**src/rtl/rnbip_pkg.sv**
```systemverilog
// Shared opcode map, class ranges and controller state encoding for the
// RNBIP-2 control pipeline.
package rnbip_pkg;

  localparam logic [7:0] OP_NOP = 8'h00;

  // Unconditional taken transfers: JUD, JUA, CUD, CUA, RTU
  localparam logic [7:0] TT_UNC_LO = 8'h03;
  localparam logic [7:0] TT_UNC_HI = 8'h07;

  // Flag-qualified transfers: JCD, JCA, CCD+CCA, RTC
  localparam logic [7:0] TT_JCD_LO = 8'h08;
  localparam logic [7:0] TT_JCD_HI = 8'h0F;
  localparam logic [7:0] TT_JCA_LO = 8'h28;
  localparam logic [7:0] TT_JCA_HI = 8'h2F;
  localparam logic [7:0] TT_CC_LO  = 8'h30;
  localparam logic [7:0] TT_CC_HI  = 8'h3F;
  localparam logic [7:0] TT_RTC_LO = 8'h48;
  localparam logic [7:0] TT_RTC_HI = 8'h4F;

  // Register-writing memory ops: LDA rn, POP rn
  localparam logic [7:0] LU_PROD_LO = 8'h71;
  localparam logic [7:0] LU_PROD_HI = 8'h7F;

  // Consumers of rn: NOT, INC, DCR, STA+PSH, ALU block
  localparam logic [7:0] LU_NOT_LO = 8'h20;
  localparam logic [7:0] LU_NOT_HI = 8'h27;
  localparam logic [7:0] LU_INC_LO = 8'h40;
  localparam logic [7:0] LU_INC_HI = 8'h47;
  localparam logic [7:0] LU_DCR_LO = 8'h50;
  localparam logic [7:0] LU_DCR_HI = 8'h57;
  localparam logic [7:0] LU_STP_LO = 8'h61;
  localparam logic [7:0] LU_STP_HI = 8'h6F;
  localparam logic [7:0] LU_ALU_LO = 8'h80;
  localparam logic [7:0] LU_ALU_HI = 8'hEF;

  typedef enum logic [1:0] {ST_RUN, ST_FLUSH, ST_WAIT} state_t;

  function automatic logic in_rng(input logic [7:0] op, input logic [7:0] lo,
                                  input logic [7:0] hi);
    return (op >= lo) && (op <= hi);
  endfunction

endpackage

```
**src/rtl/hazard_classify.sv**
```systemverilog
// Combinational decode of the execute/decode opcode pair into taken-transfer
// and load-use hazard hits.
module hazard_classify
  import rnbip_pkg::*;
(
  input  logic [7:0] id_opcode,
  input  logic [7:0] ex_opcode,
  input  logic       ex_flag,
  output logic       tt_hit,
  output logic       lu_hit
);

  logic w_tt_unc, w_tt_cond, w_lu_prod, w_lu_cons;

  assign w_tt_unc  = in_rng(ex_opcode, TT_UNC_LO, TT_UNC_HI);
  assign w_tt_cond = in_rng(ex_opcode, TT_JCD_LO, TT_JCD_HI) |
                     in_rng(ex_opcode, TT_JCA_LO, TT_JCA_HI) |
                     in_rng(ex_opcode, TT_CC_LO,  TT_CC_HI)  |
                     in_rng(ex_opcode, TT_RTC_LO, TT_RTC_HI);
  assign tt_hit    = w_tt_unc | (w_tt_cond & ex_flag);

  assign w_lu_prod = in_rng(ex_opcode, LU_PROD_LO, LU_PROD_HI);
  assign w_lu_cons = in_rng(id_opcode, LU_NOT_LO, LU_NOT_HI) |
                     in_rng(id_opcode, LU_INC_LO, LU_INC_HI) |
                     in_rng(id_opcode, LU_DCR_LO, LU_DCR_HI) |
                     in_rng(id_opcode, LU_STP_LO, LU_STP_HI) |
                     in_rng(id_opcode, LU_ALU_LO, LU_ALU_HI);
  // rn is encoded in the low three opcode bits for both producer and consumer
  assign lu_hit    = w_lu_prod & w_lu_cons & (id_opcode[2:0] == ex_opcode[2:0]);

endmodule

```
**src/rtl/pipe_hazard_ctrl.sv**
```systemverilog
// Front-end advance/hold/bubble controller: flushes on taken transfers,
// stalls one cycle on load-use, and holds through external memory waits.
module pipe_hazard_ctrl
  import rnbip_pkg::*;
#(
  parameter int FLUSH_DEPTH = 2,
  parameter int CNT_W       = 16
) (
  input  logic             clk,
  input  logic             rst_n,
  input  logic [7:0]       id_opcode,
  input  logic [7:0]       ex_opcode,
  input  logic             ex_flag,
  input  logic             ext_hold,
  output logic             pc_hold,
  output logic             ifid_hold,
  output logic             ex_bubble,
  output logic             flush_active,
  output logic [CNT_W-1:0] perf_cnt
);

  localparam logic [1:0] FCNT_INIT = 2'(FLUSH_DEPTH - 1);

  state_t           r_state;
  logic [1:0]       r_fcnt;
  logic [CNT_W-1:0] r_perf;
  logic             w_tt, w_lu;

  hazard_classify u_cls (
    .id_opcode (id_opcode),
    .ex_opcode (ex_opcode),
    .ex_flag   (ex_flag),
    .tt_hit    (w_tt),
    .lu_hit    (w_lu)
  );

  // Gated by rst_n so reset forces quiet outputs whatever the inputs do
  always_comb begin
    pc_hold      = 1'b0;
    ifid_hold    = 1'b0;
    ex_bubble    = 1'b0;
    flush_active = 1'b0;
    if (rst_n) begin
      case (r_state)
        ST_RUN: begin
          if (w_tt) begin
            ex_bubble    = 1'b1;
            flush_active = 1'b1;
          end else if (w_lu) begin
            pc_hold   = 1'b1;
            ifid_hold = 1'b1;
            ex_bubble = 1'b1;
          end else if (ext_hold) begin
            pc_hold   = 1'b1;
            ifid_hold = 1'b1;
          end
        end
        ST_FLUSH: begin
          ex_bubble    = 1'b1;
          flush_active = 1'b1;
        end
        ST_WAIT: begin
          pc_hold   = ext_hold;
          ifid_hold = ext_hold;
        end
        default: ;
      endcase
    end
  end

  always_ff @(posedge clk or negedge rst_n) begin
    if (!rst_n) begin
      r_state <= ST_RUN;
      r_fcnt  <= 2'd0;
      r_perf  <= '0;
    end else begin
      case (r_state)
        ST_RUN: begin
          if (w_tt) begin
            if (FLUSH_DEPTH > 1) begin
              r_state <= ST_FLUSH;
              r_fcnt  <= FCNT_INIT;
            end
          end else if (!w_lu && ext_hold) begin
            r_state <= ST_WAIT;
          end
        end
        ST_FLUSH: begin
          r_fcnt <= r_fcnt - 2'd1;
          if (r_fcnt == 2'd1) r_state <= ST_RUN;
        end
        ST_WAIT: begin
          if (!ext_hold) r_state <= ST_RUN;
        end
        default: r_state <= ST_RUN;
      endcase
      if ((pc_hold || ex_bubble) && (r_perf != {CNT_W{1'b1}}))
        r_perf <= r_perf + CNT_W'(1);
    end
  end

  assign perf_cnt = r_perf;

endmodule
```
**config.mk**
```make
export PLATFORM = sky130hd
export DESIGN_NAME = pipe_hazard_ctrl
export DESIGN_NICKNAME = d
export VERILOG_FILES = /design/src/rtl/rnbip_pkg.sv /design/src/rtl/hazard_classify.sv /design/src/rtl/pipe_hazard_ctrl.sv
export SDC_FILE = /design/constraint.sdc
export NUM_CORES = 1
export LEC_CHECK = 0
export CORE_MARGIN = 10
export CORE_UTILIZATION = 48
export DETAILED_ROUTE_END_ITERATION = 10
export PLACE_DENSITY = 0.95
export SLEW_MARGIN = 20
export SYNTH_ARGS = -nofsm -noshare
export SYNTH_HDL_FRONTEND = slang
export SYNTH_SLANG_ARGS = --single-unit
```
**constraint.sdc**
```tcl
create_clock -name clk -period 3 [get_ports clk]
set_input_delay 0.3 -clock clk [delete_from_list [all_inputs] [get_ports clk]]
set_output_delay 0.3 -clock clk [all_outputs]
set_load 0.01 [all_outputs]
```
==> impl_metrics.py, run 1 <==
metrics = {
    "global_routing": {
        "grt_usage": 0.127,
        "grt_max_degree": 21,
        "overflow": 0,
        "grt_pass1_wl_um": 5260,
        "antenna_found_initial": 0,
        "grt_pass1_vias": 1143,
    },
    "synth": {
        "synth_area_leaders": "dfrtp_1 42%, xnor2_1 11%, nand4_1 5.3%",
        "synth_cells": 125,
        "synth_edf_count": 0,
        "synth.largest_area_cell": "dfrtp_1",
        "yosys_warnings": 0,
        "synth_cell_types": 35,
        "synthTopCellsByCount": "20 x dfrtp_1, 15 x xnor2_1, 12 x nand2_1, 10 x nand4_1, 8 x nor2_1",
        "synth_top_flop_cell": "dfrtp_1",
        "ys_seq_area_frac": 0.421,
        "yosys.cell_count.top_type": "dfrtp_1",
        "synth_seq_cells": 20,
        "syn_area_per_cell_um2": 9.52,
        "async_reset_ff_frac": 1.00,
        "syn_area_um2": 1190,
        "netlist.area_leader.share": 0.421,
        "syn_nets": 147,
    },
    "clock_network": {
        "clk_latency_ns": 0.30,
        "cts_made_buffers": 3,
        "cts-root-buf": "clkbuf_4",
        "cts_tree": "done",
        "htreeDepth": 1,
        "clock_path_buffers": 2,
        "clock_sinks": 20,
        "cts.clk_slew.worst_paths_ns": 0.11,
        "cts_setup_buffers": 0,
    },
    "outcome": {
        "outcome": "finished clean",
    },
    "timing": {
        "finalCriticalPeriod_ns": 2.80,
        "timing.setup.tns_ns": 0,
        "rsz0062_at_grt": "false",
        "finalCritPeriodShare": 0.934,
        "worst_pin_slew_ns": 0.497,
        "maxSlewHeadroom": 0.667,
        "skew_ns": 0.00230,
        "fin_ws_ns": 0.198,
        "slew_violations": 0,
        "hold_viol": 0,
        "fmax_ghz": 0.357,
        "setup_viol": 0,
    },
    "worst_setup_path": {
        "worst-path-max-fanout": 3,
        "startpoint_type": "input port",
        "cp-end-kind": "primary output",
        "critPathRequiredTime_ns": 2.70,
        "arrival_ns": 2.50,
        "r2r_setup_slack_ns": 0.78,
        "worstSetupPathType": "input port to primary output",
    },
    "placed_design": {
        "dp.cells": 196,
        "hpwlAfterDp_um": 2630,
        "post_dp_cell_area_um2": 1650,
        "pre_cts_slack_ns": 0.0233,
        "place_congestion": 0.853,
        "numPortBuffers": 39,
    },
    "finish": {
        "multiInputGateArea_um2": 644,
        "nets": 195,
        "n_antenna_cell": 0,
        "syn_to_final_growth_pct": 41.7,
        "fill_cells": 151,
        "stdcell_area_um2": 1690,
        "regArea_um2": 500,
        "post_route_cells_drive_above_1_share": 0.0930,
        "fin_util": 0.741,
        "fin_cells": 200,
    },
    "die": {
        "dieArea_um2": 4870,
        "fp-row-count": 17,
        "io_pins": 40,
        "die_x_um": 69.8,
        "core-area_um2": 2280,
        "start_util": 0.523,
        "die_y_um": 69.8,
    },
    "pwr": {
        "ir_worst_vdd_uv": 594,
        "power_density_nw_per_um2": 490,
        "leakage_nw": 0.716,
    },
    "drt": {
        "wire_per_inst_um": 15.9,
        "vias_per_cell": 5.69,
        "firstDrtPassIters": 5,
        "drc_errors": 0,
        "ant_nets": 0,
        "drt_iter0_markers": 56,
        "wirelength_um": 3170,
        "num_vias": 1137,
    },
    "job": {
        "max_cap_viol_count": 0,
    },
    "worst_hold_path": {
        "min_path_type": "input port to asynchronous set/reset pin",
    },
}
final cells by class:
type                       count  area share
tap                           28      0.0208
sequential                    20       0.297
clock buffer                   4      0.0215
inverter                       6      0.0134
timing repair buffer          46       0.266
multi-input combinational     96       0.382
cell usage in the layout, fill, tap and decap left out, types with 2 or more instances in the layout:
| master | instances |
|---|---|
| clkbuf_4 | 3 |
| xor2_1 | 2 |
| nand4_1 | 10 |
| ha_1 | 2 |
| buf_4 | 7 |
| o21ai_0 | 3 |
| inv_1 | 6 |
| clkdlybuf4s50_1 | 37 |
| and3_1 | 7 |
| nor2_1 | 8 |
| nand3_1 | 6 |
| a32o_1 | 2 |
| o21bai_1 | 2 |
| xnor2_1 | 15 |
| a31oi_1 | 2 |
| a21oi_1 | 5 |
| nor3_1 | 4 |
| dlymetal6s2s_1 | 2 |
| dfrtp_1 | 20 |
| nand2_1 | 12 |
metal layers:
metal,global-route usage,share of wire,up-vias
met1,0.134,0.40,566
met4,0.0261,0.0054,0
met2,0.240,0.55,22
li1,-,-,547
met3,0.0342,0.041,2
met5,0,0,-
timing repair:
item	CTS	global route
hold buffers	0	0
endpoints found under the setup margin	0	2
gates resized for setup	0	2
metrics by stage:
step / hold slack [ns] / power, mW
finish: 0.186 / 0.827
global route: 0.166 / 0.889
CTS: 0.179 / 0.835
detailed placement: 0.495 / 0.678
global placement: 0.474 / 0.658
floorplan: 0.00441 / 0.520
worst max-delay path: stages:
cell and delay (ns):
clkdlybuf4s50_1 0.48, nor3_1 0.06, or3_1 0.30, a2111o_1 0.39, or2_1 0.27, a21oi_1 0.13, clkdlybuf4s50_1 0.56
registers in the layout (all words and copies together), names as in the netlist:
name      cells
r_fcnt        2
r_state       2
perf_cnt     16
path summary, 6_finish.rpt:
path                                               from                       to  depth (start not counted)
min in group clk                perf_cnt[6]$_DFFE_PN0P_  perf_cnt[6]$_DFFE_PN0P_                          1
worst max register to register  perf_cnt[0]$_DFFE_PN0P_  perf_cnt[1]$_DFFE_PN0P_                          6
max in group asynchronous                         rst_n  perf_cnt[4]$_DFFE_PN0P_                          2
worst min register to register  perf_cnt[6]$_DFFE_PN0P_  perf_cnt[6]$_DFFE_PN0P_                          1
worst min-delay path                              rst_n   r_state[1]$_DFFE_PN0P_                          1
worst max-delay path                       ex_opcode[1]                ex_bubble                          7
where the power goes:
part	switching (mW)	leakage [nW]	internal (mW)
Clock	0.0806	0.0210	0.0741
Sequential	0.0576	0.265	0.320
Combinational	0.125	0.431	0.169
Total	0.263	0.716	0.563
cells by family after synthesis:
logic type	synth area share
AO/OA/AOI/OAI	0.125
XOR/XNOR	0.125
adder cells (fa/ha/maj)	0.0210
buffers and inverters	0.0379
flip-flops	0.421
multiplexers	0.0221
AND/OR/NAND/NOR	0.248
Power figures use the tool's default switching activity.
==> inputs of run 2 (changes only) <==
- CORE_UTILIZATION: 48 -> 66
- DONT_BUFFER_PORTS: default -> 1
- PLACE_DENSITY: 0.95 -> 0.93
==> run 2 against run 1 <==
Die area shrank 20%. Largest cell class unchanged. Clock skew grew 0.0020 ns. Power shrank 6.2%. Worst setup slack gained 0.54 ns.
==> impl_metrics.py, run 2 (synthesis results as in run 1) <==
metrics = {
    "worst_setup_path": {
        "worst-path-max-fanout": 9,
        "worstSetupPathType": "register to register",
        "cp-end-kind": "register",
        "startpoint_type": "register",
        "arrival_ns": 2.46,
        "critPathRequiredTime_ns": 3.20,
    },
    "global_routing": {
        "grt_util_met3": 0.0663,
        "overflow": 0,
        "grtUsageMet2": 0.205,
        "met1_usage": 0.140,
        "grt_pass1_vias": 923,
        "antenna_found_initial": 0,
        "grt_max_degree": 21,
        "grt_pass1_wl_um": 4240,
        "grt_usage": 0.129,
        "grt.busiest_layer": "met2",
    },
    "finish": {
        "nets": 150,
        "n_antenna_cell": 0,
        "multiInputGateArea_um2": 644,
        "regArea_um2": 500,
        "layout_commonest_cell": "dfrtp_1",
        "fill_cells": 138,
        "stdcell_area_um2": 1260,
        "largest_reg_flops": 16,
        "mostFrequentLayoutCells": "20 x dfrtp_1, 15 x xnor2_1, 12 x nand2_1",
        "syn_to_final_growth_pct": 5.99,
        "post_route_cells_drive_above_1_share": 0.0709,
    },
    "timing": {
        "skew_ns": 0.00433,
        "timing.setup.tns_ns": 0,
        "slew_violations": 0,
        "worst_pin_slew_ns": 0.866,
        "hold_slack_ns": 0.173,
        "finalCritPeriodShare": 0.754,
        "setup_viol": 0,
        "fmax_ghz": 0.442,
        "fin_ws_ns": 0.739,
        "hold_viol": 0,
        "maxSlewHeadroom": 0.421,
        "rsz0062_at_grt": "false",
        "finalCriticalPeriod_ns": 2.26,
    },
    "clock_network": {
        "clk_latency_ns": 0.30,
        "cts_tree": "done",
        "clock_sinks": 20,
        "ctsResizeCount": 0,
        "clock_path_buffers": 2,
        "htreeDepth": 1,
        "cts-root-buf": "clkbuf_4",
        "cts.clk_slew.worst_paths_ns": 0.10,
        "cts_made_buffers": 3,
    },
    "die": {
        "io_pins": 40,
        "start_util": 0.689,
        "die_x_um": 62.5,
        "core-area_um2": 1730,
        "fp-row-count": 15,
        "die_y_um": 62.5,
        "dieArea_um2": 3900,
    },
    "pwr": {
        "power_density_nw_per_um2": 615,
        "leakage_nw": 0.520,
        "power_mw": 0.776,
        "ir_worst_vdd_uv": 425,
    },
    "drt": {
        "firstDrtPassIters": 4,
        "wire_per_inst_um": 16.5,
        "num_vias": 936,
        "drc_errors": 0,
        "drt_iter0_markers": 23,
        "ant_nets": 0,
        "wirelength_um": 2510,
        "vias_per_cell": 6.16,
    },
    "placed_design": {
        "place_congestion": 0.809,
        "post_dp_cell_area_um2": 1200,
        "hpwlAfterDp_um": 1990,
        "pre_cts_slack_ns": 0.758,
        "numPortBuffers": 0,
    },
    "outcome": {
        "outcome": "finished clean",
    },
    "worst_hold_path": {
        "min_path_type": "input port to register",
    },
    "job": {
        "max_cap_viol_count": 0,
    },
}
[run 2: cell types whose count changed in the layout (fill, tap and decap cells not counted)]
| cell | delta |
|---|---|
| clkdlybuf4s50_1 | -37 |
| dlygate4sd3_1 | +1 |
| bufinv_16 | +1 |
| buf_4 | -7 |
| clkbuf_8 | -1 |
| dlymetal6s2s_1 | -2 |
[run 2: area by class of cell]
type	count	area share
Clock buffer	3	0.0179
Clock inverter	1	0.0238
Inverter	6	0.0179
Multi-Input combinational cell	96	0.511
Sequential cell	20	0.397
Tap cell	25	0.0248
Timing Repair Buffer	1	0.00794
[run 2: worst max-delay path, cell delays in order (launching register included)]
cell and delay, ns:
dfrtp_1 0.48, ha_1 0.22, nand3_1 0.15, nor4_1 0.42
nand3_1 0.36, nand3_2 0.21, mux2_4 0.31
[run 2: layer usage]
metal  wire [um]  vias up
met4          73        0
met1         973      439
met3         275        9
met2        1180       35
li1            -      453
met5           0        -
[run 2: final timing paths]
path	start	end	slack (ns)	cells after the start
max	perf_cnt[0]$_DFFE_PN0P_	perf_cnt[1]$_DFFE_PN0P_	0.74	6
min	ext_hold	r_state[1]$_DFFE_PN0P_	0.17	2
max reg2reg	perf_cnt[0]$_DFFE_PN0P_	perf_cnt[1]$_DFFE_PN0P_	0.74	6
min reg2reg	r_fcnt[0]$_DFFE_PN0P_	r_fcnt[0]$_DFFE_PN0P_	0.50	1
max in group asynchronous	rst_n	perf_cnt[1]$_DFFE_PN0P_	1.93	1
min in group asynchronous	rst_n	r_fcnt[0]$_DFFE_PN0P_	0.54	1
[run 2: report_power, final]
part	internal (mW)	leakage, nW	switching [mW]	total [mW]
logic	0.0796	0.228	0.0769	0.156
registers	0.320	0.265	0.0823	0.402
clock network	0.135	0.0279	0.0818	0.217
total	0.535	0.520	0.241	0.776
[run 2: repair_timing]
item / in CTS / in global routing
hold buffers: 1 / 0
buffers inserted: 0 / 0
hold endpoints to repair: 20 / 0
[run 2: per-stage QoR]
stage / utilization / std cells
6_report: 0.730 / 152
5_1_grt: 0.730 / 152
4_1_cts: 0.730 / 152
3_5_place_dp: 0.694 / 147
3_3_place_gp: 0.694 / 147
2_1_floorplan: - / 125
==> inputs of run 3 (changes only) <==
- CORE_UTILIZATION: 66 -> 61
- PLACE_DENSITY: 0.93 -> 0.88
- clock period: 3 -> 2.3 ns (I/O delays scaled with it)
==> run 3 against run 2 <==
Clock-buffer cell count unchanged. Core utilization fell by 3.1 points. Via count increased by 4.7%. Wire length grew 9.4%. Sequential share of layout area rose by 0.48 points. Worst hold slack lost 0.063 ns.
==> impl_metrics.py, run 3 (synthesis results as in run 1) <==
metrics = {
    "outcome": {
        "outcome": "finished clean",
    },
    "timing": {
        "worst_pin_slew_ns": 0.877,
        "finalCritPeriodShare": 0.890,
        "rsz0062_at_grt": "false",
        "fmax_ghz": 0.488,
        "setup_viol": 0,
        "maxSlewHeadroom": 0.414,
        "timing.setup.tns_ns": 0,
        "hold_viol": 0,
        "skew_ns": 0.00211,
        "finalCriticalPeriod_ns": 2.05,
        "slew_violations": 0,
    },
    "finish": {
        "largest_reg_flops": 16,
        "layout_commonest_cell": "dfrtp_1",
        "fin_cells": 153,
        "nets": 152,
        "syn_to_final_growth_pct": 4.73,
        "mostFrequentLayoutCells": "20 x dfrtp_1, 15 x xnor2_1, 12 x nand2_1",
        "fill_cells": 138,
        "post_route_cells_drive_above_1_share": 0.0781,
        "n_antenna_cell": 0,
    },
    "clock_network": {
        "clock_sinks": 20,
        "cts-root-buf": "clkbuf_4",
        "clk_latency_ns": 0.29,
        "cts.clk_slew.worst_paths_ns": 0.10,
        "cts_tree": "done",
        "clock_path_buffers": 2,
        "htreeDepth": 1,
        "cts_made_buffers": 3,
        "cts_setup_buffers": 0,
    },
    "global_routing": {
        "antenna_found_initial": 0,
        "grt_pass1_wl_um": 4860,
        "grt_max_degree": 21,
        "overflow": 0,
        "grt_pass1_vias": 1060,
        "grt_usage": 0.138,
    },
    "drt": {
        "wire_per_inst_um": 17.9,
        "ant_nets": 0,
        "drc_errors": 0,
        "vias_per_cell": 6.41,
        "firstDrtPassIters": 4,
        "num_vias": 980,
        "drt_iter0_markers": 51,
        "wirelength_um": 2740,
    },
    "pwr": {
        "p_int_mw": 0.586,
        "seqPwrFrac": 0.585,
        "power_switching_mw": 0.307,
        "leakage_nw": 0.515,
        "power_density_nw_per_um2": 716,
        "ir_worst_vdd_uv": 545,
        "sw_frac_of_total": 0.344,
        "p_comb_frac": 0.238,
        "clock_power_share": 0.176,
    },
    "worst_setup_path": {
        "arrival_ns": 2.24,
        "critPathRequiredTime_ns": 2.49,
        "worst-path-max-fanout": 5,
        "cp-end-kind": "register",
        "startpoint_type": "register",
        "worstSetupPathType": "register to register",
    },
    "placed_design": {
        "dp.cells": 149,
        "hpwlAfterDp_um": 2190,
        "place_congestion": 0.801,
        "numPortBuffers": 0,
    },
    "die": {
        "start_util": 0.667,
        "die_y_um": 64.2,
        "die_x_um": 64.2,
        "core-area_um2": 1780,
        "dieArea_um2": 4120,
        "fp-row-count": 15,
        "io_pins": 40,
    },
    "worst_hold_path": {
        "min_path_type": "input port to register",
    },
    "job": {
        "max_cap_viol_count": 0,
    },
}
-- run 3: changes by cell type in the layout (fill, tap and decap cells not counted), sizes merged --
cell,before,now
bufinv,1,0
buf,0,2
-- run 3: cell type report --
class                   instances  area [um^2]  share of cell area
multi-input cells              96          644               0.517
well taps                      25         31.3              0.0251
flip-flops and latches         20          500               0.402
repair buffers                  3         25.0              0.0201
inverters                       6         22.5              0.0181
clock buffers                   3         22.5              0.0181
-- run 3: critical path, cell delays in order (launching register included) --
cell     delay (ns)
dfrtp_1        0.48
ha_1           0.21
nand3_1        0.17
nor4_1         0.45
nand3_1        0.18
nand3_2        0.14
mux2_4         0.31
-- run 3: repair_timing --
action	4_1_cts	5_1_grt
gates resized for setup	0	0
hold buffers	1	0
endpoints found under the hold margin	20	0
-- run 3: path summary, 6_finish.rpt --
path	from	end	slack, ns	depth (start not counted)
worst max-delay path	perf_cnt[0]$_DFFE_PN0P_	perf_cnt[1]$_DFFE_PN0P_	0.25	6
worst min-delay path	ext_hold	r_state[1]$_DFFE_PN0P_	0.11	2
worst max register to register	perf_cnt[0]$_DFFE_PN0P_	perf_cnt[1]$_DFFE_PN0P_	0.25	6
worst min register to register	r_fcnt[0]$_DFFE_PN0P_	r_fcnt[0]$_DFFE_PN0P_	0.50	1
max in group asynchronous	rst_n	perf_cnt[15]$_DFFE_PN0P_	1.27	1
min in group asynchronous	rst_n	r_fcnt[0]$_DFFE_PN0P_	0.49	1
-- run 3: routing by layer --
layer | routed length [um] | part of all wire | GRT usage | vias to the layer above
li1 | - | - | - | 462
met1 | 1060 | 0.39 | 0.147 | 472
met2 | 1410 | 0.51 | 0.255 | 42
met3 | 252 | 0.092 | 0.0610 | 4
met4 | 17 | 0.0062 | 0.0107 | 0
met5 | 0 | 0 | 0 | -
-- run 3: metrics by stage --
stage / setup slack [ns] / area, um^2 / util / total power [mW] / hold WS [ns]
6_report: 0.253 / 1250 / 0.699 / 0.892 / 0.109
3_5_place_dp: 0.281 / 1210 / 0.681 / 0.736 / -0.0648
2_1_floorplan: 0.342 / 1190 / - / 0.678 / -0.0656
5_1_grt: 0.0607 / 1250 / 0.699 / 0.957 / 0.131
3_3_place_gp: 0.390 / 1210 / 0.681 / 0.714 / -0.0649
4_1_cts: 0.263 / 1250 / 0.699 / 0.899 / 0.108
-- run 3: power by group through the flow --
| stage | logic [mW] | clock network (mW) | registers, mW |
|---|---|---|---|
| final | 0.213 | 0.157 | 0.522 |
| after CTS | 0.215 | 0.160 | 0.524 |
| after global placement | 0.189 | 0 | 0.524 |
| after global routing | 0.249 | 0.170 | 0.538 |
| after detailed placement | 0.207 | 0 | 0.530 |
| after floorplan | 0.176 | 0 | 0.502 |
